===== src/rtl/bpsk_tx_pkg.sv =====
// Shared types and constants for the BPSK transmit path.
// Latency: n/a (declarations only).
// Backpressure: n/a.
package bpsk_tx_pkg;

  // Frame sequencer states
  typedef enum logic [2:0] {
    IDLE     = 3'd0,
    PREAMBLE = 3'd1,
    SYNC     = 3'd2,
    PAYLOAD  = 3'd3,
    CRC      = 3'd4,
    GUARD    = 3'd5
  } tx_state_e;

  localparam logic [7:0] SYNC_WORD = 8'hD3;
  localparam logic [7:0] CRC8_POLY = 8'h07;
  localparam logic [7:0] CRC8_INIT = 8'h00;

  // One serial step of a non-reflected CRC-8, message bits fed MSB first
  function automatic logic [7:0] crc8_step(input logic [7:0] crc, input logic din);
    logic fb;
    fb = crc[7] ^ din;
    crc8_step = {crc[6:0], 1'b0} ^ (fb ? CRC8_POLY : 8'h00);
  endfunction

endpackage


===== src/rtl/bit_timer.sv =====
// Bit-period timer: counts CLKS_PER_BIT cycles, flags first and last cycle of each bit.
// Latency: bit_strobe_o is combinational from the count; restart_i takes effect next cycle.
// Backpressure: none; restart_i holds the counter at zero.
module bit_timer #(
  parameter int CLKS_PER_BIT = 16
) (
  input  logic clk,
  input  logic rst,
  input  logic restart_i,
  output logic bit_strobe_o,
  output logic bit_end_o
);

  localparam int CW = $clog2(CLKS_PER_BIT);
  localparam logic [CW-1:0] LAST = CW'(CLKS_PER_BIT - 1);

  logic [CW-1:0] cnt_q;
  logic [CW-1:0] cnt_d;

  assign bit_strobe_o = (cnt_q == '0);
  assign bit_end_o    = (cnt_q == LAST);

  // Wrap at the end of each bit period; restart forces the next cycle to be a bit start
  always_comb begin
    if (restart_i || bit_end_o) begin
      cnt_d = '0;
    end else begin
      cnt_d = cnt_q + CW'(1);
    end
  end

  // Cycle counter register
  always_ff @(posedge clk or posedge rst) begin
    if (rst) begin
      cnt_q <= '0;
    end else begin
      cnt_q <= cnt_d;
    end
  end

endmodule


===== src/rtl/packet_tx_sequencer.sv =====
// Packet-to-serial frame sequencer: preamble, sync, payload, optional CRC-8 (PACKET_TX_CRC8_EN), guard gap.
// Latency: first preamble bit one cycle after the accepting packet_valid rising edge.
// Backpressure: none; a rising packet_valid while busy drops the packet and sets sticky overrun.
module packet_tx_sequencer
  import bpsk_tx_pkg::*;
#(
  parameter int PACKET_WIDTH  = 4,
  parameter int CLKS_PER_BIT  = 16,
  parameter int PREAMBLE_BITS = 16,
  parameter int GUARD_BITS    = 4
) (
  input  logic                         clk,
  input  logic                         rst,
  input  logic [PACKET_WIDTH-1:0][7:0] packet,
  input  logic                         packet_valid,
  input  logic                         ovr_clr,
  output logic                         tx_bit,
  output logic                         tx_valid,
  output logic                         bit_strobe,
  output logic                         busy,
  output logic                         done,
  output logic                         overrun
);

  localparam int PAY_BITS = 8 * PACKET_WIDTH;
  localparam int MAX_A    = (PREAMBLE_BITS > PAY_BITS) ? PREAMBLE_BITS : PAY_BITS;
  localparam int MAX_B    = (GUARD_BITS > 8) ? GUARD_BITS : 8;
  localparam int MAX_BITS = (MAX_A > MAX_B) ? MAX_A : MAX_B;
  localparam int BW       = $clog2(MAX_BITS + 1);
  localparam int PIW      = $clog2(PAY_BITS);

  localparam logic [BW-1:0] PRE_LAST   = BW'(PREAMBLE_BITS - 1);
  localparam logic [BW-1:0] BYTE_LAST  = BW'(7);
  localparam logic [BW-1:0] PAY_LAST   = BW'(PAY_BITS - 1);
  localparam logic [BW-1:0] GUARD_LAST = BW'(GUARD_BITS - 1);

  tx_state_e           state_q, state_d;
  logic                pv_q;
  logic [PAY_BITS-1:0] shadow_q, shadow_d;
  logic [BW-1:0]       bit_cnt_q, bit_cnt_d;
  logic                overrun_q, overrun_d;

  logic          pv_rise;
  logic          accept;
  logic          tmr_restart;
  logic          tmr_strobe;
  logic          tmr_end;
  logic [BW-1:0] last_idx;
  logic          last_bit;
  logic [PIW-1:0] pay_idx;

  assign pv_rise = packet_valid & ~pv_q;
  assign accept  = pv_rise & (state_q == IDLE);
  assign pay_idx = bit_cnt_q[PIW-1:0];

  bit_timer #(
    .CLKS_PER_BIT (CLKS_PER_BIT)
  ) u_bit_timer (
    .clk          (clk),
    .rst          (rst),
    .restart_i    (tmr_restart),
    .bit_strobe_o (tmr_strobe),
    .bit_end_o    (tmr_end)
  );

  // Index of the final bit of the current state
  always_comb begin
    last_idx = '0;
    case (state_q)
      PREAMBLE: last_idx = PRE_LAST;
      SYNC:     last_idx = BYTE_LAST;
      PAYLOAD:  last_idx = PAY_LAST;
`ifdef PACKET_TX_CRC8_EN
      CRC:      last_idx = BYTE_LAST;
`endif
      GUARD:    last_idx = GUARD_LAST;
      default:  last_idx = '0;
    endcase
  end

  assign last_bit = tmr_end && (bit_cnt_q == last_idx) && (state_q != IDLE);

  // Frame state progression; every state ends on the last cycle of its last bit
  always_comb begin
    state_d = state_q;
    case (state_q)
      IDLE:     if (pv_rise)  state_d = PREAMBLE;
      PREAMBLE: if (last_bit) state_d = SYNC;
      SYNC:     if (last_bit) state_d = PAYLOAD;
`ifdef PACKET_TX_CRC8_EN
      PAYLOAD:  if (last_bit) state_d = CRC;
      CRC:      if (last_bit) state_d = GUARD;
`else
      PAYLOAD:  if (last_bit) state_d = GUARD;
`endif
      GUARD:    if (last_bit) state_d = IDLE;
      default:  state_d = IDLE;
    endcase
  end

  // Timer and bit counter restart on every state entry and stay parked in IDLE
  assign tmr_restart = (state_d != state_q) || (state_q == IDLE);

  // Bit counter advances once per bit period within a state
  always_comb begin
    if (tmr_restart) begin
      bit_cnt_d = '0;
    end else if (tmr_end) begin
      bit_cnt_d = bit_cnt_q + BW'(1);
    end else begin
      bit_cnt_d = bit_cnt_q;
    end
  end

  // Shadow capture on acceptance and sticky overrun (a new overrun beats a clear)
  always_comb begin
    shadow_d  = accept ? packet : shadow_q;
    overrun_d = overrun_q;
    if (pv_rise && (state_q != IDLE)) begin
      overrun_d = 1'b1;
    end else if (ovr_clr) begin
      overrun_d = 1'b0;
    end
  end

  // Main state registers
  always_ff @(posedge clk or posedge rst) begin
    if (rst) begin
      state_q   <= IDLE;
      pv_q      <= 1'b0;
      shadow_q  <= '0;
      bit_cnt_q <= '0;
      overrun_q <= 1'b0;
    end else begin
      state_q   <= state_d;
      pv_q      <= packet_valid;
      shadow_q  <= shadow_d;
      bit_cnt_q <= bit_cnt_d;
      overrun_q <= overrun_d;
    end
  end

`ifdef PACKET_TX_CRC8_EN
  logic [7:0] crc_q, crc_d;

  // CRC runs over payload bits in MSB-first order of each byte, one step per payload bit
  always_comb begin
    crc_d = crc_q;
    if (accept) begin
      crc_d = CRC8_INIT;
    end else if ((state_q == PAYLOAD) && tmr_strobe) begin
      crc_d = crc8_step(crc_q, shadow_q[pay_idx ^ PIW'(7)]);
    end
  end

  // CRC accumulator register
  always_ff @(posedge clk or posedge rst) begin
    if (rst) begin
      crc_q <= '0;
    end else begin
      crc_q <= crc_d;
    end
  end
`endif

  // Serial bit select; all bytes go LSB first, payload byte 0 first
  always_comb begin
    tx_bit = 1'b0;
    case (state_q)
      PREAMBLE: tx_bit = ~bit_cnt_q[0];
      SYNC:     tx_bit = SYNC_WORD[bit_cnt_q[2:0]];
      PAYLOAD:  tx_bit = shadow_q[pay_idx];
`ifdef PACKET_TX_CRC8_EN
      CRC:      tx_bit = crc_q[bit_cnt_q[2:0]];
`endif
      default:  tx_bit = 1'b0;
    endcase
  end

  // Frame-valid decode straight from state so reset removes it without a clock
  always_comb begin
    tx_valid = 1'b0;
    case (state_q)
      PREAMBLE, SYNC, PAYLOAD: tx_valid = 1'b1;
`ifdef PACKET_TX_CRC8_EN
      CRC:                     tx_valid = 1'b1;
`endif
      default:                 tx_valid = 1'b0;
    endcase
  end

  assign bit_strobe = tx_valid & tmr_strobe;
  assign busy       = (state_q != IDLE);
  assign done       = (state_q == GUARD) & last_bit;
  assign overrun    = overrun_q;

endmodule


===== config.mk =====
export PLATFORM = sky130hd
export DESIGN_NAME = packet_tx_sequencer
export DESIGN_NICKNAME = d
export VERILOG_FILES = /design/src/rtl/bpsk_tx_pkg.sv /design/src/rtl/bit_timer.sv /design/src/rtl/packet_tx_sequencer.sv
export SDC_FILE = /design/constraint.sdc
export NUM_CORES = 1
export LEC_CHECK = 0
export ABC_AREA = 0
export CORE_MARGIN = 3
export CORE_UTILIZATION = 45
export CTS_BUF_LIST = sky130_fd_sc_hd__clkbuf_4
export DETAILED_ROUTE_END_ITERATION = 10
export PLACE_DENSITY_LB_ADDON = 0.08
export SYNTH_ARGS = -nofsm -noshare
export SYNTH_HDL_FRONTEND = slang
export SYNTH_SLANG_ARGS = --single-unit

===== constraint.sdc =====
create_clock -name clk -period 4.8 [get_ports clk]
set_clock_uncertainty 0.05 [all_clocks]
set_input_delay 1.2 -clock clk [delete_from_list [all_inputs] [get_ports clk]]
set_output_delay 1.2 -clock clk [all_outputs]
set_load 0.1 [all_outputs]

==> impl_metrics.json <==
{
  "status": "complete, no violations",
  "drt_iter0_drc": 80,
  "cp.arrival_ns": 2.75,
  "synth.most_common_cell": "dfrtp_1",
  "post-route-period-util": 0.833,
  "top_layer_used": "met4",
  "hold_end": "overrun",
  "wl_met3_um": 158,
  "netlist.top_cell.by_area": "dfrtp_1",
  "hold_path_class": "reg2reg",
  "final-setup-viol-count": 0,
  "fin_crit_ns": 4.00,
  "synth-simple-area-share": 0.110,
  "grt_pass1_wl_um": 8320,
  "ioPinCount": 42,
  "synthAdderAreaFrac": 0.0207,
  "synth_top_area_frac": 0.485,
  "finalWirelength_um": 4760,
  "synth_cell_type_count": 45,
  "finalSetupTns_ns": 0,
  "startpoint_type": "register",
  "worst-path-buf-inv": 1,
  "critPathMaxStageDelay_ns": 0.96,
  "crit_chain": "mux4_2 > mux2i_1 > nor3b_1 > a211oi_1 > o22ai_1 > buf_4",
  "clk_path_buf_depth": 2,
  "htree_levels": 2,
  "peakVddDrop_v": 0.000160,
  "die_x_um": 79.4,
  "r2r_slack_ns": 2.45,
  "clk_latency_ns": 0.35,
  "min-delay-start": "pv_q",
  "grt_max_degree": 48,
  "avgSynthCellArea_sq_um": 11.9,
  "nFillCells": 451,
  "seq_area_frac_synth": 0.485,
  "dieArea_sq_um": 6300,
  "synthArstFlopShare": 1.00,
  "antenna_cells": 0,
  "synthToLayoutAreaGrowth_pct": 19.5,
  "cts_setup_buffers": 0,
  "slew_violations": 0,
  "required_ns": 3.55,
  "cpLargestDelayFamily": "flip-flops",
  "cts_root_buf": "clkbuf_4",
  "gp_congestion": 0.812,
  "ant_nets": 0,
  "vias_per_cell": 5.39,
  "synthCells": 204,
  "relSlewSlack": 0.355,
  "met2RoutedLength_um": 2520,
  "end_kind": "output pin",
  "synth.ff_latch_count": 47,
  "synth-edff-count": 0,
  "drt_pass1_iterations": 4,
  "fmax_ghz": 0.250,
  "wl_met1_um": 1990,
  "final_nets": 278,
  "synth_common_cells": "dfrtp_1, mux2_2, inv_1, nor2_1, buf_2",
  "grt_usage": 0.170,
  "slowest_stage": "dfrtp_1",
  "dp_hpwl_um": 3420,
  "worst_pin_slew_ns": 0.964,
  "synth_area_leaders": "dfrtp_1, mux2_2, mux4_2, ha_1, mux2i_1",
  "port_buffers": 41,
  "cts_tree": "done",
  "design_area_sq_um": 2900,
  "min_path_cells": 1,
  "fp-row-count": 26,
  "cts-resized-gates": 0,
  "first_global_vias": 1808,
  "vias": 1659,
  "reg2regPathDepth": 5,
  "holdBufCountCts": 0,
  "cellPowerDensity_nw_per_um2": 225,
  "yosys_most_used_dff": "dfrtp_1",
  "ys_warn_count": 0,
  "synth_mux_area_frac": 0.225,
  "hold_viol": 0,
  "layout-drive-gt1-share": 0.244,
  "placed_area_sq_um": 2850,
  "cap_viol_max_count": 0,
  "cts_buffers": 5,
  "p_leak_nw": 1.30,
  "synth_area_sq_um": 2420,
  "synth_top_family_by_area": "multiplexers",
  "critPathKind": "reg2out",
  "antenna_found_initial": 0,
  "drc_errors": 0,
  "worst_r2r_endpoint": "bit_cnt_q[1]",
  "clk_pin_slew_ns": 0.12,
  "grt_overflow": 0,
  "cts.sinks": 47,
  "coreArea_sq_um": 5170,
  "synth_xor_area_frac": 0.0289,
  "critPathMaxFanout": 21,
  "synth_compound_area_frac": 0.0774,
  "die_h_um": 79.4,
  "grt_setup_unrepaired": "no",
  "drt-wirelength-per-cell_um": 15.4,
  "syn_nets": 244,
  "initial_core_util": 0.469,
  "r2r_start": "bit_cnt_q[0]"
}
-- cell families (layout without fill, tap and decap cells) --
family	count (synthesis)	count (layout)
AND/OR/NAND/NOR	49	49
flip-flops	47	47
multiplexers	45	45
buffers and inverters	27	61
AO/OA/AOI/OAI	24	24
XOR/XNOR	8	8
adder cells (fa/ha/maj)	4	4
-- where the power goes --
part           leakage [nW]  internal [mW]  switching (mW)  total (mW)
registers             0.598          0.411         0.00742       0.418
clock network        0.0285         0.0521           0.115       0.167
logic                 0.670         0.0416          0.0233      0.0650
-- worst reg2reg max path: stages (launching register included) --
cell and delay, ns:
dfrtp_1 0.96, nor3_1 0.13, or3_1 0.35, a31oi_2 0.32, o21ai_2 0.20, a211oi_1 0.26
-- sequential cells by signal, summed over array words and instances (netlist names) --
register and cells:
pv_q 1, state_q 3, u_bit_timer.cnt_q 4, shadow_q 32
bit_cnt_q 6, overrun 1
-- routing by layer --
layer  vias to the layer above  track usage
met2                        27        0.302
li1                        786            -
met4                         0       0.0601
met1                       838        0.199
met5                         -            0
met3                         8       0.0429
-- stage by stage --
step / cells / hold slack, ns / power [mW] / utilization / worst slack (ns)
after floorplan: 204 / 0.391 / 0.454 / - / 0.476
after global placement: 301 / 0.399 / 0.489 / 0.551 / 1.29
after global routing: 308 / 0.461 / 0.686 / 0.560 / 0.596
final: 308 / 0.431 / 0.650 / 0.560 / 0.802
after CTS: 308 / 0.434 / 0.662 / 0.560 / 0.769
after detailed placement: 301 / 0.417 / 0.492 / 0.551 / 1.18
-- placed cells by master (no fill, tap or decap), types with 2 or more instances in the layout --
master	n
mux2_2	36
xnor2_1	5
buf_4	3
or3_1	2
or4_1	2
a21oi_1	4
xor2_1	3
nand2_1	7
and3_1	4
nand3_1	6
clkdlybuf4s50_1	39
inv_1	11
nor2_1	11
a311oi_1	2
mux4_2	4
a211oi_1	2
ha_1	4
o22ai_1	3
nor2b_1	2
clkbuf_4	5
nand2b_1	3
dfrtp_1	47
mux2i_1	5
nor3_1	3
o21ai_0	2
-- area by class of cell --
cell class                 instances  area [sq um]  share of cell area
tap                               70          87.6              0.0303
multi-input combinational        130          1130               0.389
clock inverter                     2          8.76             0.00303
clock buffer                       5          37.5              0.0130
timing repair buffer              42           413               0.143
sequential                        47          1180               0.406
inverter                          12          45.0              0.0156
-- worst max-delay path by stage --
stage / cells past startpoint / startpoint / endpoint / slack, ns
final: 6 / bit_cnt_q[0] / tx_bit / 0.80
after global routing: 6 / bit_cnt_q[0] / tx_bit / 0.60
after CTS: 6 / bit_cnt_q[0] / tx_bit / 0.77
after detailed placement: 6 / bit_cnt_q[0] / tx_bit / 1.18
after global placement: 6 / bit_cnt_q[0] / tx_bit / 1.29
after floorplan: 5 / state_q[2] / tx_bit / 0.48
Power figures use the tool's default switching activity.
